$ cat config.mk
export PLATFORM = sky130hd
export DESIGN_NAME = fetch_prefetch_queue
export DESIGN_NICKNAME = d
export VERILOG_FILES = /design/src/rtl/fetch_prefetch_queue_pkg.sv /design/src/rtl/fetch_fifo.sv /design/src/rtl/fetch_prefetch_queue.sv
export SDC_FILE = /design/constraint.sdc
export NUM_CORES = 1
export LEC_CHECK = 0
export BUFFER_PORTS_ARGS = -buffer_cell sky130_fd_sc_hd__buf_2
export CORE_ASPECT_RATIO = 0.75
export CORE_MARGIN = 1
export CORE_UTILIZATION = 39
export DETAILED_ROUTE_END_ITERATION = 10
export GPL_TIMING_DRIVEN = 0
export HOLD_SLACK_MARGIN = 0.02
export PLACE_DENSITY = 0.52
export SETUP_SLACK_MARGIN = 0.4
export SLEW_MARGIN = 20
export SYNTH_ARGS = -nofsm -noshare
export SYNTH_HDL_FRONTEND = slang
export SYNTH_SLANG_ARGS = --single-unit
$ cat constraint.sdc
create_clock -name clk -period 3 [get_ports clk]
set_input_delay 0.3 -clock clk [delete_from_list [all_inputs] [get_ports clk]]
set_output_delay 0.3 -clock clk [all_outputs]
set_load 0.05 [all_outputs]
$ cat src/rtl/fetch_prefetch_queue_pkg.sv
// Shared fetch-stage definitions: default widths and the
// {addr, word} layout of a buffered fetch entry.
package fetch_prefetch_queue_pkg;

  localparam int FQ_ADDR_W = 16;
  localparam int FQ_DATA_W = 16;
  localparam int FQ_DEPTH  = 4;

  typedef struct packed {
    logic [FQ_ADDR_W-1:0] addr;
    logic [FQ_DATA_W-1:0] word;
  } fetch_entry_t;

endpackage

$ cat src/rtl/fetch_fifo.sv
// Synchronous in-order FIFO with clear; head is read straight
// from the storage flops so the output is registered.
module fetch_fifo #(
  parameter int W     = 8,
  parameter int DEPTH = 4
) (
  input  logic                     clk,
  input  logic                     reset,
  input  logic                     clear,
  input  logic                     push,
  input  logic                     pop,
  input  logic [W-1:0]             wdata,
  output logic [W-1:0]             rdata,
  output logic [$clog2(DEPTH):0]   count,
  output logic                     full,
  output logic                     empty
);

  localparam int PW = $clog2(DEPTH);
  localparam int CW = PW + 1;

  logic [W-1:0]  mem_q [DEPTH];
  logic [W-1:0]  mem_d [DEPTH];
  logic [PW-1:0] rd_ptr_q, rd_ptr_d;
  logic [PW-1:0] wr_ptr_q, wr_ptr_d;
  logic [CW-1:0] count_q, count_d;
  logic          do_push, do_pop;

  assign empty   = (count_q == '0);
  assign full    = (count_q == CW'(DEPTH));
  assign do_pop  = pop && !empty;
  assign do_push = push && (!full || do_pop);
  assign rdata   = mem_q[rd_ptr_q];
  assign count   = count_q;

  always_comb begin
    mem_d    = mem_q;
    rd_ptr_d = rd_ptr_q;
    wr_ptr_d = wr_ptr_q;
    count_d  = count_q;
    if (clear) begin
      rd_ptr_d = '0;
      wr_ptr_d = '0;
      count_d  = '0;
    end else begin
      if (do_push) begin
        mem_d[wr_ptr_q] = wdata;
        wr_ptr_d        = wr_ptr_q + 1'b1;
      end
      if (do_pop) begin
        rd_ptr_d = rd_ptr_q + 1'b1;
      end
      count_d = count_q + CW'(do_push) - CW'(do_pop);
    end
  end

  always_ff @(posedge clk) begin
    if (reset) begin
      for (int i = 0; i < DEPTH; i++) begin
        mem_q[i] <= '0;
      end
      rd_ptr_q <= '0;
      wr_ptr_q <= '0;
      count_q  <= '0;
    end else begin
      mem_q    <= mem_d;
      rd_ptr_q <= rd_ptr_d;
      wr_ptr_q <= wr_ptr_d;
      count_q  <= count_d;
    end
  end

  // Credit upstream must never let a push land on a full queue.
  assert property (@(posedge clk) disable iff (reset)
    !(push && full && !pop));

endmodule

$ cat src/rtl/fetch_prefetch_queue.sv
// Fetch stage: issues imem reads under credit, tags them with
// their PC, buffers returned words and drops stale ones on flush.
module fetch_prefetch_queue
  import fetch_prefetch_queue_pkg::*;
#(
  parameter int ADDR_W = FQ_ADDR_W,
  parameter int DATA_W = FQ_DATA_W,
  parameter int DEPTH  = FQ_DEPTH
) (
  input  logic              clk,
  input  logic              reset,
  input  logic [ADDR_W-1:0] pc_addr,
  output logic              pc_en,
  input  logic              flush,
  output logic              imem_req,
  output logic [ADDR_W-1:0] imem_addr,
  input  logic              imem_gnt,
  input  logic              imem_rvalid,
  input  logic [DATA_W-1:0] imem_rdata,
  output logic              inst_valid,
  input  logic              inst_ready,
  output logic [DATA_W-1:0] inst,
  output logic [ADDR_W-1:0] inst_pc
);

  localparam int CW = $clog2(DEPTH) + 1;

  typedef struct packed {
    logic [ADDR_W-1:0] addr;
    logic [DATA_W-1:0] word;
  } entry_t;

  entry_t            wr_entry, head;
  logic [ADDR_W-1:0] tag_head;
  logic [CW-1:0]     count, tag_count;
  logic [CW-1:0]     outstanding_q, outstanding_d;
  logic [CW-1:0]     drop_q, drop_d;
  logic [CW:0]       inflight;
  logic              issue, keep, pop;
  logic              data_empty, data_full;
  logic              tag_full, tag_empty;
  logic              unused_sigs;

  assign inflight  = {1'b0, count} + {1'b0, outstanding_q};
  assign imem_req  = !reset && !flush
                   && (inflight < (CW+1)'(DEPTH));
  assign imem_addr = pc_addr;
  assign issue     = imem_req && imem_gnt;
  assign pc_en     = issue || (flush && !reset);
  assign keep      = imem_rvalid && (drop_q == '0) && !flush;
  assign pop       = inst_valid && inst_ready && !flush;

  assign inst_valid = !data_empty;
  assign wr_entry   = '{addr: tag_head, word: imem_rdata};
  assign inst       = head.word;
  assign inst_pc    = head.addr;

  assign unused_sigs = ^{tag_count, tag_full, tag_empty, data_full};

  // Dropped words are still in flight, so they keep consuming credit.
  always_comb begin
    outstanding_d = outstanding_q + CW'(issue) - CW'(imem_rvalid);
    drop_d        = drop_q;
    if (flush) begin
      drop_d = outstanding_q - CW'(imem_rvalid);
    end else if (imem_rvalid && (drop_q != '0)) begin
      drop_d = drop_q - 1'b1;
    end
  end

  always_ff @(posedge clk) begin
    if (reset) begin
      outstanding_q <= '0;
      drop_q        <= '0;
    end else begin
      outstanding_q <= outstanding_d;
      drop_q        <= drop_d;
    end
  end

  fetch_fifo #(.W(ADDR_W), .DEPTH(DEPTH)) u_tag_q (
    .clk   (clk),
    .reset (reset),
    .clear (flush),
    .push  (issue),
    .pop   (keep),
    .wdata (pc_addr),
    .rdata (tag_head),
    .count (tag_count),
    .full  (tag_full),
    .empty (tag_empty)
  );

  fetch_fifo #(.W($bits(entry_t)), .DEPTH(DEPTH)) u_data_q (
    .clk   (clk),
    .reset (reset),
    .clear (flush),
    .push  (keep),
    .pop   (pop),
    .wdata (wr_entry),
    .rdata (head),
    .count (count),
    .full  (data_full),
    .empty (data_empty)
  );

endmodule

==> impl_metrics.csv <==
group,metric,value,unit
placement,port_buffers,88,
worst_hold_path,hold_depth,3,
drt,post_drt_wl_per_cell,19.4,um
worst_hold_path,hp-class,"input pin to flip-flop",
layout,drive_gt1_frac,0.253,
drt,drtPass1Iterations,5,
clock_network,cts_tree,"yes",
timing,fmax,397,MHz
clock_network,h-tree-depth,1,
layout,antenna_cells,0,
setup_path,worstSetupPathType,"flip-flop to output port",
setup_path,r2r_cells,13,
synthesis,ys_ff_latch,212,
setup_path,crit_required,2.70,ns
drt,routed_wl,28.6,mm
clock_network,clkTransAtPathRegs,0.06,ns
global_route,gr-total-overflow,0,
synthesis,syn_nets,1096,
global_route,first_global_vias,7319,
drt,first_iter_violations,625,
layout,final_core_util,0.481,
synthesis,syn_inst,1035,
timing,finClkSkew,0.0182,ns
die,io_pins,89,
power_and_ir_drop,leakagePower,0.00409,uW
timing,rsz0062_at_grt,"true",
synthesis,syn_area_per_cell,9.13,um2
timing,maxSlewViolCount,0,
status,run_status,"complete, no violations",
synthesis,yosysUniqueCellTypes,43,
timing,finalSetupViolCount,0,
clock_network,clkLatencyLatePin,0.52,ns
setup_path,cp-end-kind,"output port",
synthesis,synthArstFlopShare,0,
die,core,0.0234,mm2
setup_path,cp.arrival,2.22,ns
timing,hold_violations,0,
timing,finalCriticalPeriod,2.52,ns
setup_path,crit_fanout,10,
power_and_ir_drop,power,6750,uW
die,rows,48,
clock_network,clockRootBuffer,"clkbuf_16",
drt,ant_nets,0,
layout,nets,1218,
timing,slew_headroom,0.373,
clock_network,hold_buffers,0,
global_route,grt_first_pass_wirelength,44.2,mm
power_and_ir_drop,p_per_area,601,mW/mm2
clock_network,cts_made_buffers,23,
placement,dp_hpwl,19.9,mm
power_and_ir_drop,ir_worst_vdd,0.336,mV
die,die_y,137,um
clock_network,clock_sinks,212,
synthesis,syn_area,0.00945,mm2
die,die_area,0.0249,mm2
global_route,grt_max_degree,15,
layout,n_fill_cell,2287,
layout,regArea,0.00425,mm2
flow_run,drv_cap,0,
timing,finalCritPeriodShare,0.839,
global_route,grtUsageTotal,0.234,
layout,multi_input_area,0.00460,mm2
synthesis,synth_top_flop_cell,"dfxtp_1",
layout,syn2layout_area_growth,19.0,%
setup_path,cp-start-kind,"flip-flop",
synthesis,synth-seq-area-share,0.449,
drt,vias_per_cell,5.37,
synthesis,yosys_warnings,0,
drt,drc,0,
timing,worst_slew_pin_slew,0.941,ns
clock_network,clk_path_buf_depth,3,
die,initial_core_util,0.404,
die,die_w,182,um
placement,place_congestion,0.785,
drt,vias,7912,
global_route,antenna_found_initial,0,
synthesis,synth_edf_count,0,
cell type report:
class                      instances  area share
multi-input combinational        707       0.409
sequential                       212       0.379
buffer                            96      0.0566
clock buffer                      26      0.0540
timing repair buffer              97      0.0452
tap                              300      0.0334
clock inverter                    15      0.0160
inverter                          20     0.00713
flip-flops by register name, summed over array words and instances, names as in the netlist:
register,cells
u_data_q.mem_q,128
drop_q,3
u_tag_q.mem_q,64
u_data_q.rd_ptr_q,2
u_data_q.wr_ptr_q,2
u_tag_q.rd_ptr_q,2
outstanding_q,3
u_tag_q.wr_ptr_q,2
u_tag_q.count,3
u_data_q.count,3
critical path: stages, from the launching register on:
cell and delay, ns:
dfxtp_1 0.35, buf_2 0.27, buf_4 0.29, mux4_2 0.57, buf_2 0.24
per-layer routing:
layer,share of wire,track usage
met1,0.51,0.369
met2,0.41,0.333
met3,0.061,0.0338
met4,0.018,0.0466
met5,0,0
cells by family (layout without fill, tap and decap cells):
kind of cell / count (synthesis) / in the layout / synth area share
AOI/OAI and AO/OA: 218 / 218 / 0.129
muxes: 65 / 65 / 0.133
and+or+nand+nor: 388 / 388 / 0.172
buffers and inverters: 116 / 254 / 0.0717
xor gates and xnor gates: 13 / 13 / 0.0121
DFF: 212 / 212 / 0.449
adders and majority gates: 23 / 23 / 0.0329
stage by stage:
stage | hold WS (ns) | cell area [um2] | setup slack, ns | cells | setup TNS, ns
finish | 0.0561 | 11200 | 0.484 | 1473 | 0
global route | 0.0428 | 11200 | 0.386 | 1473 | 0
CTS | 0.0421 | 11100 | 0.255 | 1465 | 0
detailed placement | 0.446 | 10300 | -0.130 | 1423 | -0.130
global placement | 0.439 | 10300 | -0.153 | 1423 | -0.153
floorplan | 0.399 | 9450 | 0.408 | 1035 | 0
report_power, final:
group / switching (uW) / leakage, uW / internal [uW] / total [uW]
sequential: 44.2 / 0.00171 / 2880 / 2920
combinational: 533 / 0.00199 / 292 / 824
clock: 1210 / 0.000391 / 1800 / 3000
final timing paths:
path                                            from                 end  slack [ns]
worst min-delay path                  imem_rdata[15]  u_data_q.mem_q[15]        0.06
worst max-delay path            u_data_q.rd_ptr_q[0]         inst_pc[14]        0.48
worst min register to register    u_data_q.mem_q[13]  u_data_q.mem_q[13]        0.45
worst max register to register      outstanding_q[2]    outstanding_q[2]        0.51
cells in the final DEF (no fill, tap or decap), drive strengths merged, types with 3 or more instances in the layout:
master	netlist	routed
nor3b	4	4
mux2i	14	14
xnor2	8	8
dfxtp	212	212
xor2	5	5
nor3	24	24
a21oi	159	159
clkinv	0	9
clkbuf	36	60
fa	3	3
ha	20	20
bufinv	0	4
a21boi	3	3
nor2b	4	4
mux4	48	48
nand2	289	289
nor2	15	15
a31o	22	22
mux2	3	3
buf	60	159
o21ai	31	31
inv	20	20
and3	6	6
nand3	34	34
synth_stat cells, drive strengths merged (2+ instances only):
cell	count	area share
nor2	15	0.0060
a21oi	159	0.084
mux2	3	0.0036
o21ai	31	0.018
and3	6	0.0040
dfxtp	212	0.45
nand2b	2	0.0013
xor2	5	0.0046
buf	60	0.049
a21boi	3	0.0032
mux4	48	0.11
and2	2	0.0013
fa	3	0.0064
nand3	34	0.018
a31o	22	0.020
ha	20	0.026
nand2	289	0.11
xnor2	8	0.0074
mux2i	14	0.015
inv	20	0.0079
nor2b	4	0.0026
clkbuf	36	0.014
nor3b	4	0.0037
nor3	24	0.013
repair_timing:
| action | 4_1_cts | 5_1_grt |
|---|---|---|
| buffers inserted | 1 | 8 |
| endpoints found under the setup margin | 33 | 15 |
| resized for setup | 16 | 23 |
| pin swaps | 1 | 6 |
Power figures use the tool's default switching activity.
